## src/rtl/prog_timer_pkg.sv

```systemverilog
// prog_timer shared definitions: register map, CTRL bit positions
// and the per-channel state type.
package prog_timer_pkg;

  localparam logic [1:0] REG_CTRL   = 2'd0;
  localparam logic [1:0] REG_LOAD   = 2'd1;
  localparam logic [1:0] REG_COUNT  = 2'd2;
  localparam logic [1:0] REG_STATUS = 2'd3;

  localparam int CTRL_EN    = 0;
  localparam int CTRL_PER   = 1;
  localparam int CTRL_IE    = 2;
  localparam int CTRL_CHAIN = 3;
  localparam int CTRL_W     = 4;

  typedef enum logic [1:0] {
    IDLE,
    RUN,
    DONE
  } ch_state_t;

endpackage

```

## src/rtl/prog_timer_if.sv

```systemverilog
// prog_timer register bus and interrupt bundle.
// Address is {channel, reg[1:0]}.
interface prog_timer_if #(
  parameter int WIDTH  = 16,
  parameter int NUM_CH = 4
);
  localparam int AW = $clog2(NUM_CH) + 2;

  logic              bus_wr;
  logic              bus_rd;
  logic [AW-1:0]     bus_addr;
  logic [WIDTH-1:0]  bus_wdata;
  logic [WIDTH-1:0]  bus_rdata;
  logic              bus_rvalid;
  logic [NUM_CH-1:0] irq_vec;
  logic              irq;

  modport master (
    output bus_wr, bus_rd, bus_addr, bus_wdata,
    input  bus_rdata, bus_rvalid, irq_vec, irq
  );

  modport slave (
    input  bus_wr, bus_rd, bus_addr, bus_wdata,
    output bus_rdata, bus_rvalid, irq_vec, irq
  );

endinterface

```

## src/rtl/prog_timer_ch.sv

```systemverilog
// One prog_timer channel: CTRL/LOAD/COUNT, pending flag and FSM.
// Chain input is honoured only when PROG_TIMER_CHAIN_EN is defined.
module prog_timer_ch
  import prog_timer_pkg::*;
#(
  parameter int WIDTH    = 16,
  parameter bit CHAIN_OK = 1'b0
) (
  input  logic              clk,
  input  logic              reset,
  input  logic              tick,
  input  logic              chain_in,
  input  logic              wr_ctrl,
  input  logic              wr_load,
  input  logic              w1c,
  input  logic [WIDTH-1:0]  wdata,
  output logic [CTRL_W-1:0] ctrl,
  output logic [WIDTH-1:0]  load,
  output logic [WIDTH-1:0]  count,
  output logic              pending,
  output logic              expire
);

  ch_state_t state;
  logic      evt;
  logic      stop;
  logic      zero;

`ifdef PROG_TIMER_CHAIN_EN
  assign evt = (CHAIN_OK && ctrl[CTRL_CHAIN]) ? chain_in : tick;
`else
  logic unused_chain;
  assign unused_chain = chain_in | CHAIN_OK;
  assign evt = tick;
`endif

  // A disabling CTRL write freezes COUNT and suppresses that edge's event.
  assign stop   = wr_ctrl & ~wdata[CTRL_EN];
  assign zero   = (count == '0);
  assign expire = (state == RUN) & evt & zero & ~stop;

  always_ff @(posedge clk) begin
    if (reset) begin
      state   <= IDLE;
      ctrl    <= '0;
      load    <= '0;
      count   <= '0;
      pending <= 1'b0;
    end else begin
      if (expire)
        pending <= 1'b1;
      else if (w1c)
        pending <= 1'b0;

      if (wr_load)
        load <= wdata;

      case (state)
        RUN: begin
          if (evt) begin
            if (!zero)
              count <= count - WIDTH'(1);
            else if (ctrl[CTRL_PER])
              count <= load;
            else begin
              state         <= DONE;
              ctrl[CTRL_EN] <= 1'b0;
            end
          end
        end
        DONE:    state <= IDLE;
        default: ;
      endcase

      if (wr_ctrl) begin
        ctrl[CTRL_PER] <= wdata[CTRL_PER];
        ctrl[CTRL_IE]  <= wdata[CTRL_IE];
`ifdef PROG_TIMER_CHAIN_EN
        ctrl[CTRL_CHAIN] <= CHAIN_OK & wdata[CTRL_CHAIN];
`endif
        if (wdata[CTRL_EN] && !ctrl[CTRL_EN]) begin
          ctrl[CTRL_EN] <= 1'b1;
          count         <= load;
          state         <= RUN;
        end else if (!wdata[CTRL_EN]) begin
          ctrl[CTRL_EN] <= 1'b0;
          count         <= count;
          state         <= IDLE;
        end
      end
    end
  end

endmodule

```

## src/rtl/prog_timer.sv

```systemverilog
// Multi-channel programmable down-counter timer with shared prescaler.
// Define PROG_TIMER_CHAIN_EN to let channel i count channel i-1 expiries.
module prog_timer
  import prog_timer_pkg::*;
#(
  parameter int WIDTH    = 16,
  parameter int NUM_CH   = 4,
  parameter int PRESCALE = 1
) (
  input  logic        clk,
  input  logic        reset,
  prog_timer_if.slave bus
);

  localparam int AW = $clog2(NUM_CH) + 2;
  localparam int PW = (PRESCALE > 1) ? $clog2(PRESCALE) : 1;

  logic [PW-1:0]     pcnt;
  logic              tick;
  logic [AW-1:0]     ch_sel;
  logic [1:0]        reg_sel;
  logic [WIDTH-1:0]  rd_mux;
  logic [CTRL_W-1:0] ctrl [NUM_CH];
  logic [WIDTH-1:0]  load [NUM_CH];
  logic [WIDTH-1:0]  count [NUM_CH];
  logic [NUM_CH-1:0] pending;
  logic [NUM_CH-1:0] expire;
  logic [NUM_CH-1:0] cin;
  logic [NUM_CH-1:0] irq_vec;

  assign tick = (pcnt == PW'(PRESCALE - 1));

  always_ff @(posedge clk) begin
    if (reset)     pcnt <= '0;
    else if (tick) pcnt <= '0;
    else           pcnt <= pcnt + PW'(1);
  end

  assign ch_sel  = bus.bus_addr >> 2;
  assign reg_sel = bus.bus_addr[1:0];

  for (genvar i = 0; i < NUM_CH; i++) begin : g_ch
    logic hit;
    assign hit = bus.bus_wr && (ch_sel == AW'(i));

`ifdef PROG_TIMER_CHAIN_EN
    if (i == 0) begin : g_head
      assign cin[i] = 1'b0;
    end else begin : g_link
      assign cin[i] = expire[i-1];
    end
`else
    assign cin[i] = 1'b0;
`endif

    prog_timer_ch #(
      .WIDTH    (WIDTH),
      .CHAIN_OK (i > 0)
    ) u_ch (
      .clk      (clk),
      .reset    (reset),
      .tick     (tick),
      .chain_in (cin[i]),
      .wr_ctrl  (hit && reg_sel == REG_CTRL),
      .wr_load  (hit && reg_sel == REG_LOAD),
      .w1c      (hit && reg_sel == REG_STATUS
                 && bus.bus_wdata[0]),
      .wdata    (bus.bus_wdata),
      .ctrl     (ctrl[i]),
      .load     (load[i]),
      .count    (count[i]),
      .pending  (pending[i]),
      .expire   (expire[i])
    );

    assign irq_vec[i] = pending[i] & ctrl[i][CTRL_IE];
  end

  assign bus.irq_vec = irq_vec;
  assign bus.irq     = |irq_vec;

  // Channels beyond NUM_CH never match, so unmapped reads stay 0.
  always_comb begin
    rd_mux = '0;
    for (int i = 0; i < NUM_CH; i++) begin
      if (ch_sel == AW'(i)) begin
        unique case (reg_sel)
          REG_CTRL:   rd_mux = WIDTH'(ctrl[i]);
          REG_LOAD:   rd_mux = load[i];
          REG_COUNT:  rd_mux = count[i];
          REG_STATUS: rd_mux = WIDTH'(pending[i]);
        endcase
      end
    end
  end

  always_ff @(posedge clk) begin
    if (reset) begin
      bus.bus_rdata  <= '0;
      bus.bus_rvalid <= 1'b0;
    end else begin
      bus.bus_rvalid <= bus.bus_rd;
      if (bus.bus_rd)
        bus.bus_rdata <= rd_mux;
    end
  end

endmodule

```

## src/flat_wrapper.sv

```systemverilog
// flat-port wrapper written by rule: the top's interface ports become plain ports
module prog_timer_flat import prog_timer_pkg::*;
#(
  parameter int WIDTH    = 16,
  parameter int NUM_CH   = 4,
  parameter int PRESCALE = 1
)
  (clk, reset, bus_bus_wr, bus_bus_rd, bus_bus_addr, bus_bus_wdata, bus_bus_rdata, bus_bus_rvalid, bus_irq_vec, bus_irq);
  prog_timer_if #(.WIDTH(WIDTH), .NUM_CH(NUM_CH)) bus_i ();
  input  logic clk;
  input  logic reset;
  input wire logic [$bits(bus_i.bus_wr)-1:0] bus_bus_wr;
  input wire logic [$bits(bus_i.bus_rd)-1:0] bus_bus_rd;
  input wire logic [$bits(bus_i.bus_addr)-1:0] bus_bus_addr;
  input wire logic [$bits(bus_i.bus_wdata)-1:0] bus_bus_wdata;
  output wire logic [$bits(bus_i.bus_rdata)-1:0] bus_bus_rdata;
  output wire logic [$bits(bus_i.bus_rvalid)-1:0] bus_bus_rvalid;
  output wire logic [$bits(bus_i.irq_vec)-1:0] bus_irq_vec;
  output wire logic [$bits(bus_i.irq)-1:0] bus_irq;
  assign bus_i.bus_wr = bus_bus_wr;
  assign bus_i.bus_rd = bus_bus_rd;
  assign bus_i.bus_addr = bus_bus_addr;
  assign bus_i.bus_wdata = bus_bus_wdata;
  assign bus_bus_rdata = bus_i.bus_rdata;
  assign bus_bus_rvalid = bus_i.bus_rvalid;
  assign bus_irq_vec = bus_i.irq_vec;
  assign bus_irq = bus_i.irq;
  prog_timer #(.WIDTH(WIDTH), .NUM_CH(NUM_CH), .PRESCALE(PRESCALE)) u_core (.clk(clk), .reset(reset), .bus(bus_i));
endmodule
```

## config.mk

```make
export PLATFORM = sky130hd
export DESIGN_NAME = prog_timer_flat
export DESIGN_NICKNAME = d
export VERILOG_FILES = /design/src/rtl/prog_timer_pkg.sv /design/src/rtl/prog_timer_if.sv /design/src/rtl/prog_timer_ch.sv /design/src/rtl/prog_timer.sv /design/src/flat_wrapper.sv
export SDC_FILE = /design/constraint.sdc
export NUM_CORES = 1
export LEC_CHECK = 0
export ABC_AREA = 1
export CORE_MARGIN = 4
export CORE_UTILIZATION = 45
export CTS_BUF_LIST = sky130_fd_sc_hd__clkbuf_2
export DETAILED_ROUTE_END_ITERATION = 8
export SLEW_MARGIN = 10
export SYNTH_ARGS = -nofsm -noshare
export SYNTH_HDL_FRONTEND = slang
export SYNTH_SLANG_ARGS = --single-unit
```

## constraint.sdc

```tcl
create_clock -name clk -period 2.4 [get_ports clk]
set_clock_uncertainty 0.1 [all_clocks]
set_input_delay 0.72 -clock clk [delete_from_list [all_inputs] [get_ports clk]]
set_output_delay 0.72 -clock clk [all_outputs]
set_load 0.05 [all_outputs]
```

# Word level (Yosys, flattened, before mapping)
# Cells that the tools add are included.
[op_classes]
add_sub_neg = 5
n_eq_ne = 18
muxes = 100
n_bitwise = 26
n_reduce_logical = 40
[ops]
columns = ["cell", "n"]
rows = [
  ["16-bit 2-to-1 mux", 32],
  ["16-bit one-hot mux with 4 select lines", 4],
  ["16-bit logical NOT", 4],
  ["16-bit by 1-bit subtractor with 16-bit output, second input constant", 4],
  ["2-bit 2-to-1 mux", 24],
  ["1-bit 2-to-1 mux", 36],
  ["1-bit logical AND", 24],
  ["1-bit AND", 20],
  ["2-bit == test, second input constant", 8],
  ["2-bit one-hot mux with 2 select lines", 4],
  ["2-bit by 1-bit == test with 1-bit output, second input constant", 6],
  ["3-bit by 2-bit != test with 1-bit output, second input constant", 4],
  ["2-bit nonzero test", 4],
  ["1-bit inverter", 6],
  ["1-bit logical NOT", 4],
  ["4-bit logical NOT", 1],
  ["4-bit OR reduction", 1],
  ["2-bit logical NOT", 1],
  ["2-bit OR reduction", 1],
  ["1-bit adder, second input constant", 1],
]
[totals]
register_bits = 170
input_bits = 24
out_inout_bits = 22
elab_cells = 216

# Longest topological paths before layout
[depth]
ltp_word = 7
mapped_depth = 13

# Hierarchy
# From an unflattened synthesis, not the netlist that was laid out.
[hier_totals]
hier_cells = 2146
area_unflattened_um2 = 12373.1
[by_module_without_submodules]
columns = ["module", "instances", "cells_each", "area_per_inst_um2", "seq_area_each_um2"]
rows = [
  ["prog_timer_ch", 4, 426, 2542.4, 760.7],
  ["prog_timer", 1, 442, 2203.4, 360.3],
]

# Worst setup path after synthesis
# OpenSTA, ideal clock, no wires.
[synth_timing]
kind = "input to register"
from = "in bus_bus_addr[2]"
to = "reg u_core.g_ch[2].u_ch.count[1]"
t_arrival_ns = 1.939
required_time_ns = 2.185
path_slack_ns = 0.246
cell_stages = 12
path_buffers = 2
cell_sequence = "buf_2 > inv_1 > nand2_2 > nor2_1 > nand2_1 > nor3_2 > buf_4 > inv_1 > o21ai_0 > nand2_1 > nand2_1 > nor2_1"
[synth_between]
elab_chain_cells = 4
word_cells_on_any_way = 5
[synth_rtl]
columns = ["item", "line", "rtl"]
rows = [
  ["start: declaration", "flat_wrapper.sv:14", "input wire logic [$bits(bus_i.bus_addr)-1:0] bus_bus_addr;"],
  ["2-bit == test (*)", "prog_timer.sv:44", "assign hit = bus.bus_wr && (ch_sel == AW'(i));"],
  ["1-bit logical AND (*)", "prog_timer.sv:44", ""],
  ["1-bit logical AND (*)", "prog_timer.sv:64", ".wr_ctrl (hit && reg_sel == REG_CTRL),"],
  ["3-bit by 2-bit != test with 1-bit output (no line) or 16-bit 2-to-1 mux (tied branches)", "-", ""],
  ["end signal: assignment", "prog_timer_ch.sv:64", "count <= load;"],
  ["end signal: assignment", "prog_timer_ch.sv:83", "count <= load;"],
  ["end signal: assignment", "prog_timer_ch.sv:87", "count <= count;"],
  ["end: declaration", "prog_timer_ch.sv:19", "output logic [WIDTH-1:0] count,"],
]
# Every way passes the cells marked *; elsewhere a longest branch is shown, timed or not.
# A chain may end at the register's enable or synchronous reset.

# Final worst setup path
[layout_timing]
from = "reg u_core.g_ch[2].u_ch.pending"
to = "out bus_irq"
[layout_between]
elab_chain_cells = 2
[layout_rtl]
columns = ["item", "line", "rtl"]
rows = [
  ["start: declaration", "prog_timer_ch.sv:20", "output logic pending,"],
  ["start signal: assignment", "prog_timer_ch.sv:48", "pending <= 1'b0;"],
  ["start signal: assignment", "prog_timer_ch.sv:51", "pending <= 1'b1;"],
  ["start signal: assignment", "prog_timer_ch.sv:53", "pending <= 1'b0;"],
  ["1-bit AND", "prog_timer.sv:76", "assign irq_vec[i] = pending[i] & ctrl[i][CTRL_IE];"],
  ["4-bit OR reduction", "prog_timer.sv:80", "assign bus.irq = |irq_vec;"],
  ["end: declaration", "flat_wrapper.sv:19", "output wire logic [$bits(bus_i.irq)-1:0] bus_irq;"],
]
# No other way between the ends.

==> metrics.md <==
| Metric | Value |
|---|---|
| Status | `finished clean` |
| Number of synthesized flops with an enable pin | `0` |
| Endpoints failing hold | `0` |
| Type of the worst setup path | `register to output pin` |
| Hold Path Sink | `u_core.bus.bus_rdata[2]` |
| Leakage power | `0.00595 uW` |
| Synthesized cell area | `approximately 11000 um^2` |
| Crit Path Max Fanout | `3` |
| VDD IR max | `0.232 mV` |
| Pwr/cell area | `449 nW/um^2` |
| HPWL Detailed | `roughly 32000 um` |
| Via/cell ratio | `between 5 and 6` |
| Distinct cells, synth | `between 40 and 50` |
| CP Launch Type | `register` |
| H-tree depth | `4` |
| Die Width | `167 um` |
| Max Slew Vio Count | `0` |
| Sum Neg Setup Slack | `0 ns` |
| Clk Latency, worst-skew pair | `approximately 0.77 ns` |
| Total CTS buffers | `17` |
| Vias in the first global route | `around 12k` |
| Post-Layout Cell Count | `2357` |
| Drt first pass iters | `8` |
| Fill cell count | `roughly 2.7k` |
| IO Pins | `46` |
| PortBufs | `between 40 and 50` |
| Setup-failing EPs final | `0` |
| Max Cap Viol | `0` |
| Post-Place Cells | `around 2.3k` |
| Hold Path Cell Cnt | `2` |
| TritonCTS clock tree | `yes` |
| Max incr delay on CP | `roughly 0.40 ns` |
| Critical Path Stages | `3` |
| Vias | `about 13k` |
| Starting Density | `0.461` |
| Routability cong. | `0.998` |
| FMAX | `approximately 0.43 GHz` |
| Worst slew pin tran | `0.561 ns` |
| Clk slew on worst S/H paths | `between 0.2 and 0.25 ns` |
| Ys async rst share | `0` |
| Core ar. | `24500 um^2` |
| Worst Hold Launch | `u_core.bus.bus_rdata[2]` |
| Worst Path Arrival | `~1.5 ns` |
| Initial antenna violation count | `4` |
| Ys Warns | `0` |
| Worst path bufs/invs | `1` |
| Max-Slew Margin vs Limit | `0.625` |
| Post-Syn Instances | `roughly 1.9k` |
| Clock tree buffer depth | `2` |
| Layout cells sized above 1 | `0.110` |
| DRT iter0 DRCs | `roughly 1.5k` |
| Nets | `2057` |
| Sequential cell area fraction in the yosys report | `0.301` |
| Die Ht | `approximately 170 um` |
| Fin util | `0.535` |
| Leading cell types in the layout, fill and taps excluded | `nand2_1, a21oi_1, o21ai_0` |
| Drc violations | `0` |
| Critical path's top delay family | `flip-flops` |
| Commonest non-fill, non-tap cell in the layout | `nand2_1` |
| Mapped Nets | `1945` |
| Mean post-synth cell area | `roughly 5.9 um^2` |
| Largest net degree at the start of global routing | `35` |
| Synth-to-Final Area Change | `16.0%` |
| Total gr overflow | `0` |
| Die area | `27800 um^2` |
| Critical R2R Capture | `u_core.g_ch[2].u_ch.count[4]` |
| Register-to-Register Path Depth | `9` |
| HP Class | `register to register` |
| Routed Antenna Nets | `0` |
| First-pass GRT wire length | `around 68000 um` |
| WL per Instance | `roughly 18 um` |
| Main synth FF type | `dfxtp_1` |
| Final period utilization | `0.977` |
| CTS Sinks | `170` |
| Tmin final | `approximately 2.3 ns` |
| Root buffer cell | `clkbuf_2` |
| Num rows | `57` |
| CP max stage cell | `dfxtp_2` |
| GR Util All Layers | `0.304` |
| Worst EP required | `approximately 1.6 ns` |
| RSZ-0062 raised after global routing | `true` |
| FF-to-FF setup slack | `a little over 0.3 ns` |
| R2R Path Start | `u_core.g_ch[2].u_ch.count[9]` |
| Synth Register Bits | `between 150 and 200` |
| DRT Wirelength | `approximately 43000 um` |
| Worst-path cell chain | `nand2_4 -> nand4_1 -> buf_6` |
| Crit. End Element | `output pin` |
-- per-layer routing --
| metal | part of all wire | up-vias | GRT usage |
|---|---|---|---|
| met3 | 0.096 | 52 | 0.0735 |
| met5 | 0.00030 | - | 0 |
| met4 | 0.019 | 2 | 0.0655 |
| met1 | 0.44 | 6186 | 0.426 |
| met2 | 0.44 | 578 | 0.478 |
| li1 | - | 6542 | - |
-- worst register-to-register path: cells and delay by family, from the launching register on --
kind	cells	cell delay [ns]
and+or+nand+nor	5	0.86
buffers and inverters	1	0.25
AOI/OAI and AO/OA	3	0.37
DFF	1	0.43
-- worst max path at each step --
| stage | from | end |
|---|---|---|
| after floorplan | bus_bus_addr[2] | u_core.g_ch[2].u_ch.count[1] |
| after CTS | u_core.bus.bus_rdata[15] | bus_bus_rdata[15] |
| after detailed placement | bus_bus_addr[3] | u_core.g_ch[2].u_ch.load[15] |
| after global placement | bus_bus_addr[3] | u_core.g_ch[2].u_ch.load[15] |
| after global routing | u_core.g_ch[2].u_ch.pending | bus_irq |
| final | u_core.g_ch[2].u_ch.pending | bus_irq |
-- through the flow --
| stage | instance area, um^2 | power [uW] | hold WS [ns] | worst slack, ns |
|---|---|---|---|---|
| floorplan | 11300 | 3990 | 0.336 | 0.246 |
| global placement | 13000 | 4580 | 0.352 | -0.337 |
| detailed placement | 13000 | 4590 | 0.355 | -0.369 |
| CTS | 13200 | 5900 | 0.381 | 0.000814 |
| global route | 13100 | 6240 | 0.394 | -0.0536 |
| finish | 13100 | 5900 | 0.375 | 0.0554 |
-- sequential cells by signal (all words and copies together) (netlist names) --
name,flops
u_core.g_ch.u_ch.pending,4
u_core.g_ch.u_ch.count,64
u_core.g_ch.u_ch.state,8
u_core.g_ch.u_ch.load,64
u_core.g_ch.u_ch.ctrl,12
u_core.bus.bus_rdata,16
u_core.pcnt,1
u_core.bus.bus_rvalid,1
-- what timing repair did --
action,in CTS,in global routing
gates resized for setup,53,34
endpoints found under the setup margin,17,17
hold buffers,0,0
pin swaps,0,0
setup buffers,0,1
hold endpoints to repair,0,0
-- power breakdown --
group	switching [uW]	internal, uW
sequential	69.3	2900
combinational	1050	553
clock	1070	261
-- area by class of cell --
cell class	instances	area, um^2	share of cell area
tap	324	405	0.0309
clock inverter	9	53.8	0.00410
multi-input combinational	1427	6710	0.511
sequential	170	3410	0.260
inverter	217	816	0.0621
timing repair buffer	188	1630	0.124
antenna	1	2.50	0.000190
clock buffer	21	105	0.00800
-- Yosys cell counts (5+ instances only) --
master	n	area share
nand3_1	125	0.055
nor2_1	162	0.054
o21ai_1	5	0.0022
o211ai_1	7	0.0046
buf_2	17	0.0075
nor3_1	10	0.0044
ha_1	12	0.013
xor2_1	15	0.012
o221ai_1	5	0.0039
dfxtp_1	170	0.30
nand4_1	24	0.013
o22ai_1	50	0.028
inv_1	210	0.070
nand2_1	516	0.17
o21ai_0	216	0.095
inv_2	5	0.0017
a21oi_1	247	0.11
clkbuf_1	67	0.022
-- cell families (layout without fill, tap and decap cells) --
kind of cell,Yosys count,after routing,share of synthesized area
buffers and inverters,312,435,0.109
other,1,2,0.000331
AO/OA/AOI/OAI,543,543,0.253
adder cells (fa/ha/maj),12,12,0.0133
flip-flops,170,170,0.301
AND/OR/NAND/NOR,853,853,0.310
XOR/XNOR,18,18,0.0139
Note: power is estimated with default switching activity, not from simulation.
